<file path="src/rtl/wb_csr_slave.sv">
// wb_csr_slave: Wishbone CSR front end for a byte engine; define WB_CSR_IRQ_EN to enable the interrupt
module wb_csr_slave #(
  parameter int ADDR_WIDTH = 2,
  parameter int DATA_WIDTH = 8,
  parameter int NUM_BUSES  = 16
) (
  input  logic                  clk_i,
  input  logic                  rst_i,
  input  logic                  cyc_i,
  input  logic                  stb_i,
  input  logic                  we_i,
  input  logic [ADDR_WIDTH-1:0] adr_i,
  input  logic [DATA_WIDTH-1:0] dat_i,
  output logic [DATA_WIDTH-1:0] dat_o,
  output logic                  ack_o,
  output logic                  irq_o,
  output logic                  cmd_valid_o,
  input  logic                  cmd_ready_i,
  output logic [2:0]            cmd_o,
  output logic [7:0]            wdata_o,
  output logic [3:0]            bus_sel_o,
  input  logic                  done_i,
  input  logic [2:0]            done_stat_i,
  input  logic [7:0]            rdata_i,
  input  logic                  bb_i,
  input  logic                  bc_i,
  input  logic [7:0]            fsmr_i
);
  localparam logic [1:0] IDLE  = 2'd0;
  localparam logic [1:0] ISSUE = 2'd1;
  localparam logic [1:0] WAIT  = 2'd2;
  localparam logic [4:0] BUS_LIMIT = 5'(NUM_BUSES);

  logic [1:0] state;
  logic       en, ie, irq, ack;
  logic [3:0] bus, stat;
  logic [2:0] cmd;
  logic [7:0] tx, rx, dat, rd_mux;
  logic       acc, wr, rd, wr_csr, wr_dpr, wr_cmdr, idle_en, cmd_go, cmd_bad, e_off, fin;

  assign acc     = cyc_i & stb_i & ~ack;
  assign wr      = acc & we_i;
  assign rd      = acc & ~we_i;
  assign wr_csr  = wr & (adr_i == 2'd0);
  assign wr_dpr  = wr & (adr_i == 2'd1);
  assign wr_cmdr = wr & (adr_i == 2'd2);
  assign idle_en = en & (state == IDLE);
  assign cmd_go  = wr_cmdr & idle_en & ~(dat_i[2] & dat_i[1]);
  assign cmd_bad = wr_cmdr & idle_en & dat_i[2] & dat_i[1];
  assign e_off   = wr_csr & ~dat_i[7];
  assign fin     = (state == WAIT) & done_i;
  assign rd_mux  = adr_i == 2'd0 ? {en, ie, bb_i, bc_i, bus} :
                   adr_i == 2'd1 ? rx :
                   adr_i == 2'd2 ? {stat, 4'b0000} : fsmr_i;

  assign dat_o       = dat;
  assign ack_o       = ack;
  assign irq_o       = irq;
  assign cmd_valid_o = state == ISSUE;
  assign cmd_o       = cmd;
  assign wdata_o     = tx;
  assign bus_sel_o   = bus;

  // Bus handshake: one-cycle ack per accepted strobe, read data only in the ack cycle
  always_ff @(posedge clk_i or negedge rst_i)
    if (!rst_i) begin
      ack <= 1'b0;
      dat <= '0;
    end else begin
      ack <= acc;
      dat <= rd ? rd_mux : '0;
    end

  // CSR enable and bus select; out-of-range bus numbers leave the selection untouched
  always_ff @(posedge clk_i or negedge rst_i)
    if (!rst_i) begin
      en  <= 1'b0;
      bus <= '0;
    end else begin
      en  <= wr_csr ? dat_i[7] : en;
      bus <= (wr_csr && {1'b0, dat_i[3:0]} < BUS_LIMIT) ? dat_i[3:0] : bus;
    end

  // Data path: tx byte from DPR writes, rx byte captured on command completion
  always_ff @(posedge clk_i or negedge rst_i)
    if (!rst_i) begin
      tx <= '0;
      rx <= '0;
    end else begin
      tx <= wr_dpr ? dat_i : tx;
      rx <= fin ? rdata_i : rx;
    end

  // Command FSM: dropping E abandons any command in flight
  always_ff @(posedge clk_i or negedge rst_i)
    if (!rst_i) state <= IDLE;
    else state <= e_off ? IDLE :
                  state == IDLE  ? (cmd_go ? ISSUE : IDLE) :
                  state == ISSUE ? (cmd_ready_i ? WAIT : ISSUE) :
                  state == WAIT  ? (done_i ? IDLE : WAIT) : IDLE;

  // Command code and status {DON, NAK, AL, ERR}; an illegal code reports ERR alone
  always_ff @(posedge clk_i or negedge rst_i)
    if (!rst_i) begin
      cmd  <= '0;
      stat <= '0;
    end else begin
      cmd  <= cmd_go ? dat_i[2:0] : cmd;
      stat <= cmd_go ? 4'b0000 : cmd_bad ? 4'b0001 : fin ? {1'b1, done_stat_i} : stat;
    end

`ifdef WB_CSR_IRQ_EN
  logic rd_cmdr;
  assign rd_cmdr = rd & (adr_i == 2'd2);

  // Level interrupt: new DON/ERR wins over a simultaneous CMDR read, E or IE off wins over all
  always_ff @(posedge clk_i or negedge rst_i)
    if (!rst_i) begin
      ie  <= 1'b0;
      irq <= 1'b0;
    end else begin
      ie  <= wr_csr ? dat_i[6] : ie;
      irq <= (e_off | (wr_csr & ~dat_i[6])) ? 1'b0 :
             (ie & (fin | cmd_bad)) ? 1'b1 :
             rd_cmdr ? 1'b0 : irq;
    end
`else
  assign ie  = 1'b0;
  assign irq = 1'b0;
`endif
endmodule

</file>
<file path="config.mk">
export PLATFORM = sky130hd
export DESIGN_NAME = wb_csr_slave
export DESIGN_NICKNAME = d
export VERILOG_FILES = /design/src/rtl/wb_csr_slave.sv
export SDC_FILE = /design/constraint.sdc
export NUM_CORES = 1
export LEC_CHECK = 0
export CORE_ASPECT_RATIO = 1.5
export CORE_MARGIN = 1.5
export CORE_UTILIZATION = 60
export DETAILED_ROUTE_END_ITERATION = 12
export DONT_BUFFER_PORTS = 1
export PLACE_DENSITY = 0.85
export SYNTH_ARGS = -nofsm -noshare
export SYNTH_HDL_FRONTEND = slang
export SYNTH_SLANG_ARGS = --single-unit
export TNS_END_PERCENT = 30
</file>
<file path="constraint.sdc">
create_clock -name clk_i -period 4.6 [get_ports clk_i]
set_input_delay 0.23 -clock clk_i [delete_from_list [all_inputs] [get_ports clk_i]]
set_output_delay 0.23 -clock clk_i [all_outputs]
set_load 0.05 [all_outputs]
</file>
==> flow_summary.json, run 1 <==
{
  "status": "finished, final reports clean",
  "drcViolationCount": 0,
  "crit_buf_inv": 0,
  "ys_warn_count": 0,
  "arrival_ps": 2360,
  "synth_simple_gate_area_share_pct": 12.9,
  "avgViaCountPerCell": 6.33,
  "finalSetupViolations": 0,
  "path_cells": "nand4b_2, nor3_1, mux2_2",
  "totalWireLength_um": 3360,
  "die_w_um": 46.7,
  "drv_slew": 0,
  "drt_iter0_markers": 29,
  "switching_share_pct": 34.5,
  "synth-seq-cells": 39,
  "core_um2": 2710,
  "holdCritPathClass": "input pin to register",
  "post-cts-setup-buffers": 0,
  "critical_path_class": "register to register",
  "skew_ps": 7.73,
  "gr-usage-all-layers_pct": 25.1,
  "worst_slew_pin_slew_ps": 1050,
  "rsz0062_at_grt": "no",
  "postSynthCellCount": 130,
  "diodes": 0,
  "maxSlewHeadroom_pct": 30.1,
  "final_layout_size_suffix_gt1_share_pct": 29.3,
  "p_per_area_nw_per_um2": 469,
  "synthXorXnorAreaFrac_pct": 0,
  "cts_hold_buf": 2,
  "pin_count": 64,
  "portBuffers": 0,
  "cts_tree": "yes",
  "htree_levels": 2,
  "avgSynthCellArea_um2": 13.2,
  "area_delta_synth_final_pct": 7.57,
  "power.share.clock_pct": 26.3,
  "critPathLaunchType": "register",
  "min_period_ps": 2190,
  "setup_tns_ps": 0,
  "grt-ovfl-total": 0,
  "slowest_stage": "nor3_1",
  "vias": 1076,
  "drv_cap": 0,
  "switchingPower_mw": 0.299,
  "grt_pass1_vias": 1164,
  "synthMuxAreaShare_pct": 23.1,
  "antenna_found_initial": 0,
  "setup.worst_path.end_class": "register",
  "max_stage_delay_ps": 640,
  "ant_nets": 0,
  "synthDistinctLibCells": 31,
  "intPower_mw": 0.568,
  "root_buffer": "clkbuf_8",
  "synth_nets": 168,
  "holdWs_ps": 23.3,
  "finalHoldViolations": 0,
  "cts.sinks": 39,
  "numCtsBuffers": 5,
  "pwr-share-comb_pct": 10.9,
  "die_h_um": 68.6,
  "seq_power_share_pct": 62.8,
  "crit_family": "simple AND/OR/NAND/NOR gates",
  "timing.final.crit_share_pct": 47.6,
  "fillers": 217,
  "ys_seq_area_share_pct": 56.8,
  "synth_top_family_by_area": "multiplexers",
  "grt_max_degree": 40,
  "required_ps": 4770,
  "design.die.area_um2": 3200,
  "dp.cells": 161,
  "clk_latency_ps": 290,
  "drt-wirelength-per-cell_um": 19.8,
  "synth-compound-area-share_pct": 4.66,
  "syn_area_um2": 1720,
  "dp_hpwl_um": 2500,
  "regToRegSetupSlack_ps": 2410,
  "fmax_mhz": 457,
  "power_leakage_nw": 0.865,
  "synth_fa_ha_area_share_pct": 0,
  "first_pass_iters": 4,
  "floorplan.rows": 23,
  "ctsResizeCount": 0,
  "start_util_pct": 63.6,
  "clk_pin_slew_ps": 70,
  "ir_worst_vdd_mv": 0.395,
  "grt_pass1_wl_um": 5420,
  "final_cells": 170,
  "gp_congestion": 0.754,
  "cts_max_path_buffers": 2,
  "nets": 171,
  "cp_max_fo": 8
}
==> sequential cells by signal, summed over array words and instances, names as in the netlist <==
name       flops
en             1
wdata_o        8
dat_o          8
stat           4
bus_sel_o      4
rx             8
cmd_o          3
ack_o          1
state          2
==> stage by stage <==
step / util (%) / power, mW / worst slack, ps / instance area (um2)
after CTS: 68.4 / 0.875 / 2400 / 1850
after detailed placement: 64.0 / 0.639 / 2410 / 1730
after global routing: 68.4 / 0.907 / 2280 / 1850
after global placement: 64.0 / 0.630 / 2500 / 1730
final: 68.4 / 0.867 / 2410 / 1850
after floorplan: - / 0.619 / 2690 / 1720
==> path summary, 6_finish.rpt <==
path                                    from                        to  depth (start not counted)
max                          ack_o$_DFF_PN0_  bus_sel_o[2]$_DFFE_PN0N_                          3
min                                 adr_i[1]        dat_o[7]$_DFF_PN0_                          1
max reg2reg                  ack_o$_DFF_PN0_  bus_sel_o[2]$_DFFE_PN0N_                          3
min reg2reg                rx[3]$_DFFE_PN0P_         rx[3]$_DFFE_PN0P_                          1
max in group asynchronous              rst_i      cmd_o[0]$_DFFE_PN0N_                          2
min in group asynchronous              rst_i         rx[0]$_DFFE_PN0P_                          2
==> synthesized netlist by cell type <==
cell	number	share of area [%]
dfrtp_1	39	57
nor3b_1	2	0.87
o22a_1	2	1.0
buf_4	1	0.44
nand4b_2	1	0.87
clkbuf_1	3	0.65
or3_1	1	0.36
inv_1	1	0.22
mux2_2	27	18
a21oi_1	8	2.3
nand2_1	7	1.5
a211oi_1	2	0.87
mux4_1	2	3.1
nand3_1	5	1.5
nand3b_1	1	0.44
a21boi_0	1	0.44
buf_6	1	0.65
nor4_1	3	1.1
nor2b_1	2	0.73
conb_1	1	0.22
nand4b_1	1	0.51
and2_1	2	0.73
clkinv_1	1	0.22
or4b_4	1	0.80
buf_1	1	0.22
nand2b_1	1	0.36
nor3_1	3	0.87
nor2_1	4	0.87
nor3b_2	1	0.73
mux2i_1	4	2.3
or3_4	1	0.65
==> placed cells by master (no fill, tap or decap), types with 2 or more instances in the layout <==
master and instances:
o22a_1 2, nor2_1 4, nor4_1 3, dfrtp_1 39
nor2b_1 2, mux2i_1 4, and2_1 2, clkbuf_8 6
nor3b_1 2, mux4_1 2, nand3_1 5, mux2_2 27
a21oi_1 8, nand2_1 7, a211oi_1 2, nor3_1 3
==> cells by family (layout without fill, tap and decap cells) <==
family,Yosys count,count (layout)
DFF,39,39
AOI/OAI and AO/OA,13,13
buffers and inverters,8,11
and+or+nand+nor,36,36
other,1,1
muxes,33,33
==> layer usage <==
metal / GRT usage, % / vias to the layer above / wire, um
li1: - / 473 / -
met1: 26.0 / 537 / 1080
met2: 42.5 / 60 / 1850
met3: 11.7 / 6 / 370
met4: 10.4 / 0 / 60
met5: 0 / - / 0
==> final cells by class <==
type / instances / area (um2) / share of cell area, %
Tap cell: 37 / 46.3 / 2.50
Timing Repair Buffer: 2 / 30.0 / 1.62
Sequential cell: 39 / 976 / 52.8
Multi-Input combinational cell: 83 / 702 / 38.0
Clock inverter: 1 / 5.00 / 0.271
Inverter: 2 / 7.51 / 0.406
Clock buffer: 6 / 82.6 / 4.47
==> power groups by stage <==
stage          Combinational [mW]  Sequential (mW)  Clock (mW)
2_1_floorplan              0.0803            0.539           0
3_3_place_gp               0.0807            0.549           0
3_5_place_dp               0.0856            0.553           0
4_1_cts                    0.0958            0.546       0.234
5_1_grt                     0.104            0.553       0.250
6_report                   0.0945            0.545       0.227
Note: power is estimated with default switching activity, not from simulation.
==> run 2: changes to the inputs <==
Settings changed: ABC_AREA set to 1.
Clock period 4.6 ns to 2.1 ns, I/O delays scaled along.
==> run 2 against run 1 <==
The run now ends with negative hold slack left. Area after synthesis is 3.1% higher. Setup slack worse by 1900 ps. Critical endpoint is now state[1]$_DFF_PN0_. Register-to-register slack worse by 1900 ps. Clock skew is 2.2 ps lower. Total power is 120% higher. Combinational power grew to 2.9 times the previous value. Cell area is 13% higher.
==> flow_summary.json, run 2 <==
{
  "regToRegSetupSlack_ps": 540,
  "async_flop_share_pct": 100,
  "rr_startpoint": "ack_o$_DFF_PN0_",
  "cts_max_path_buffers": 2,
  "final_cell_mix": "nand2_1 (73), dfrtp_1 (39), dlygate4sd3_1 (19), inv_1 (17), nor2_1 (17)",
  "synth_most_common_cell": "nand2_1",
  "worst_slew_pin_slew_ps": 564,
  "rsz0062_at_grt": "no",
  "hold_path_end": "state[0]$_DFF_PN0_",
  "cp_max_fo": 12,
  "post-cts-setup-buffers": 0,
  "arrival_ps": 1750,
  "portBuffers": 0,
  "netlist_top_cells_count": "nand2_1 (73), dfrtp_1 (39), inv_1 (17), nor2_1 (17), a21oi_1 (10)",
  "ys_seq_area_share_pct": 55.0,
  "design.die.area_um2": 3300,
  "grt-ovfl-total": 0,
  "drv_slew": 0,
  "dp.cells": 246,
  "gr-usage-all-layers_pct": 28.4,
  "yosys-top-cells-area": "dfrtp_1 (55%), nand2_1 (15%), inv_1 (3.6%)",
  "die_w_um": 47.4,
  "clk_pin_slew_ps": 70,
  "final_cells": 274,
  "synth_simple_gate_area_share_pct": 27.1,
  "skew_ps": 5.50,
  "synth.largest_area_cell": "dfrtp_1",
  "diodes": 0,
  "cts_tree": "yes",
  "fmax_mhz": 639,
  "pin_count": 64,
  "synth-compound-area-share_pct": 11.4,
  "required_ps": 2280,
  "ctsResizeCount": 0,
  "synth_nets": 249,
  "synth_fa_ha_area_share_pct": 0,
  "critical_path_class": "register to register",
  "root_buffer": "clkbuf_8",
  "setup.worst_path.end_class": "register",
  "core_um2": 2850,
  "synthXorXnorAreaFrac_pct": 0,
  "multiInputGateArea_um2": 686,
  "holdCritPathClass": "input pin to register",
  "vias": 1486,
  "clk_latency_ps": 290,
  "final_common_cell": "nand2_1",
  "synth_top_area_share_pct": 55.0,
  "floorplan.rows": 24,
  "ys.flop_type": "dfrtp_1",
  "synthDistinctLibCells": 23,
  "totalWireLength_um": 4200,
  "seqCellArea_um2": 976,
  "synth_edf_count": 0,
  "final_layout_size_suffix_gt1_share_pct": 9.36,
  "timing.rr.end": "state[1]$_DFF_PN0_",
  "start_util_pct": 62.1,
  "fin_util_pct": 73.2,
  "antenna_found_initial": 0,
  "avgViaCountPerCell": 5.42,
  "hold_start": "cmd_ready_i",
  "grt_max_degree": 40,
  "grt_pass1_vias": 1523,
  "syn_area_um2": 1770,
  "synth-seq-cells": 39,
  "gp_congestion": 0.849,
  "maxSlewHeadroom_pct": 62.4,
  "area_delta_synth_final_pct": 17.8,
  "fillers": 222,
  "setup_tns_ps": 0,
  "dp_hpwl_um": 2780,
  "postSynthCellCount": 211,
  "timing.final.crit_share_pct": 74.5,
  "htree_levels": 2,
  "p_per_area_nw_per_um2": 926,
  "numCtsBuffers": 5,
  "power_mw": 1.93,
  "min_period_ps": 1560,
  "drv_cap": 0,
  "violations": "negative hold slack",
  "ir_worst_vdd_mv": 0.526,
  "ys_warn_count": 0,
  "synthMuxAreaShare_pct": 0,
  "grt_pass1_wl_um": 6660,
  "die_h_um": 69.6,
  "drt-wirelength-per-cell_um": 15.3,
  "finalHoldViolations": 1,
  "drcViolationCount": 0,
  "cts_hold_buf": 20,
  "holdWs_ps": -3.42,
  "first_pass_iters": 4,
  "status": "finished with violations",
  "power_leakage_nw": 1.04,
  "critPathLaunchType": "register",
  "finalSetupViolations": 0,
  "whs_path_depth": 3,
  "nets": 272,
  "reg2reg_depth": 6,
  "drt_iter0_markers": 32,
  "ant_nets": 0,
  "cts.sinks": 39,
  "avgSynthCellArea_um2": 8.40,
  "synth_top_family_by_area": "simple AND/OR/NAND/NOR gates"
}
## run 2: cell count changes after synthesis, sizes merged, moves of 3 or more
cell	change
nand2	+67
mux2	-27
inv	+18
nor3b	-3
nor4	-3
o21a	+4
nand3	+3
nor2	+17
mux2i	-4
nand4	+5
o21ai	+16
o211ai	+3
## run 2: layer usage
| metal | vias to the layer above | wire (um) | global-route usage [%] |
|---|---|---|---|
| met3 | 15 | 290 | 8.33 |
| met2 | 58 | 2300 | 49.1 |
| met4 | 0 | 154 | 14.8 |
| met5 | - | 0 | 0 |
| met1 | 693 | 1460 | 27.9 |
| li1 | 720 | - | - |
## run 2: logic make-up after synthesis
| logic type | after synthesis |
|---|---|
| simple gates | 113 |
| compound gates | 33 |
| buf+inv | 25 |
| other cells | 1 |
| flops | 39 |
## run 2: worst max path at each step
stage | from | endpoint | slack, ps | cells past startpoint
CTS | ack_o$_DFF_PN0_ | state[1]$_DFF_PN0_ | 590 | 6
finish | ack_o$_DFF_PN0_ | state[1]$_DFF_PN0_ | 540 | 6
detailed placement | ack_o$_DFF_PN0_ | state[1]$_DFF_PN0_ | 610 | 6
global route | ack_o$_DFF_PN0_ | state[1]$_DFF_PN0_ | 360 | 6
global placement | ack_o$_DFF_PN0_ | state[1]$_DFF_PN0_ | 600 | 6
floorplan | ack_o$_DFF_PN0_ | bus_sel_o[0]$_DFFE_PN0N_ | 630 | 7
## run 2: metrics by stage
step / hold slack, ps / setup slack, ps / instance area [um2]
floorplan: -191 / 627 / 1770
global placement: -190 / 602 / 1800
detailed placement: -190 / 605 / 1800
CTS: 5.60 / 589 / 2090
global route: 25.5 / 361 / 2090
finish: -3.42 / 536 / 2090
## run 2: cell type report
class / count / area share (%)
repair buffers: 22 / 10.8
multi-input cells: 147 / 32.8
inverters: 19 / 3.42
clock inverters: 1 / 0.240
well taps: 39 / 2.34
clock buffers: 7 / 3.65
flip-flops and latches: 39 / 46.7
## run 2: worst max-delay path, cell delays in order, from the launching register on
cell and delay [ps]:
dfrtp_1 390, inv_1 80, nand3_1 130, nor2_4 250
nand2_1 300, o21ai_0 240, inv_1 60
## run 2: where the power goes
group / internal, mW / total (mW) / switching, mW / leakage (nW)
logic: 0.118 / 0.274 / 0.156 / 0.493
clock network: 0.233 / 0.478 / 0.246 / 0.0422
registers: 0.875 / 1.18 / 0.305 / 0.509
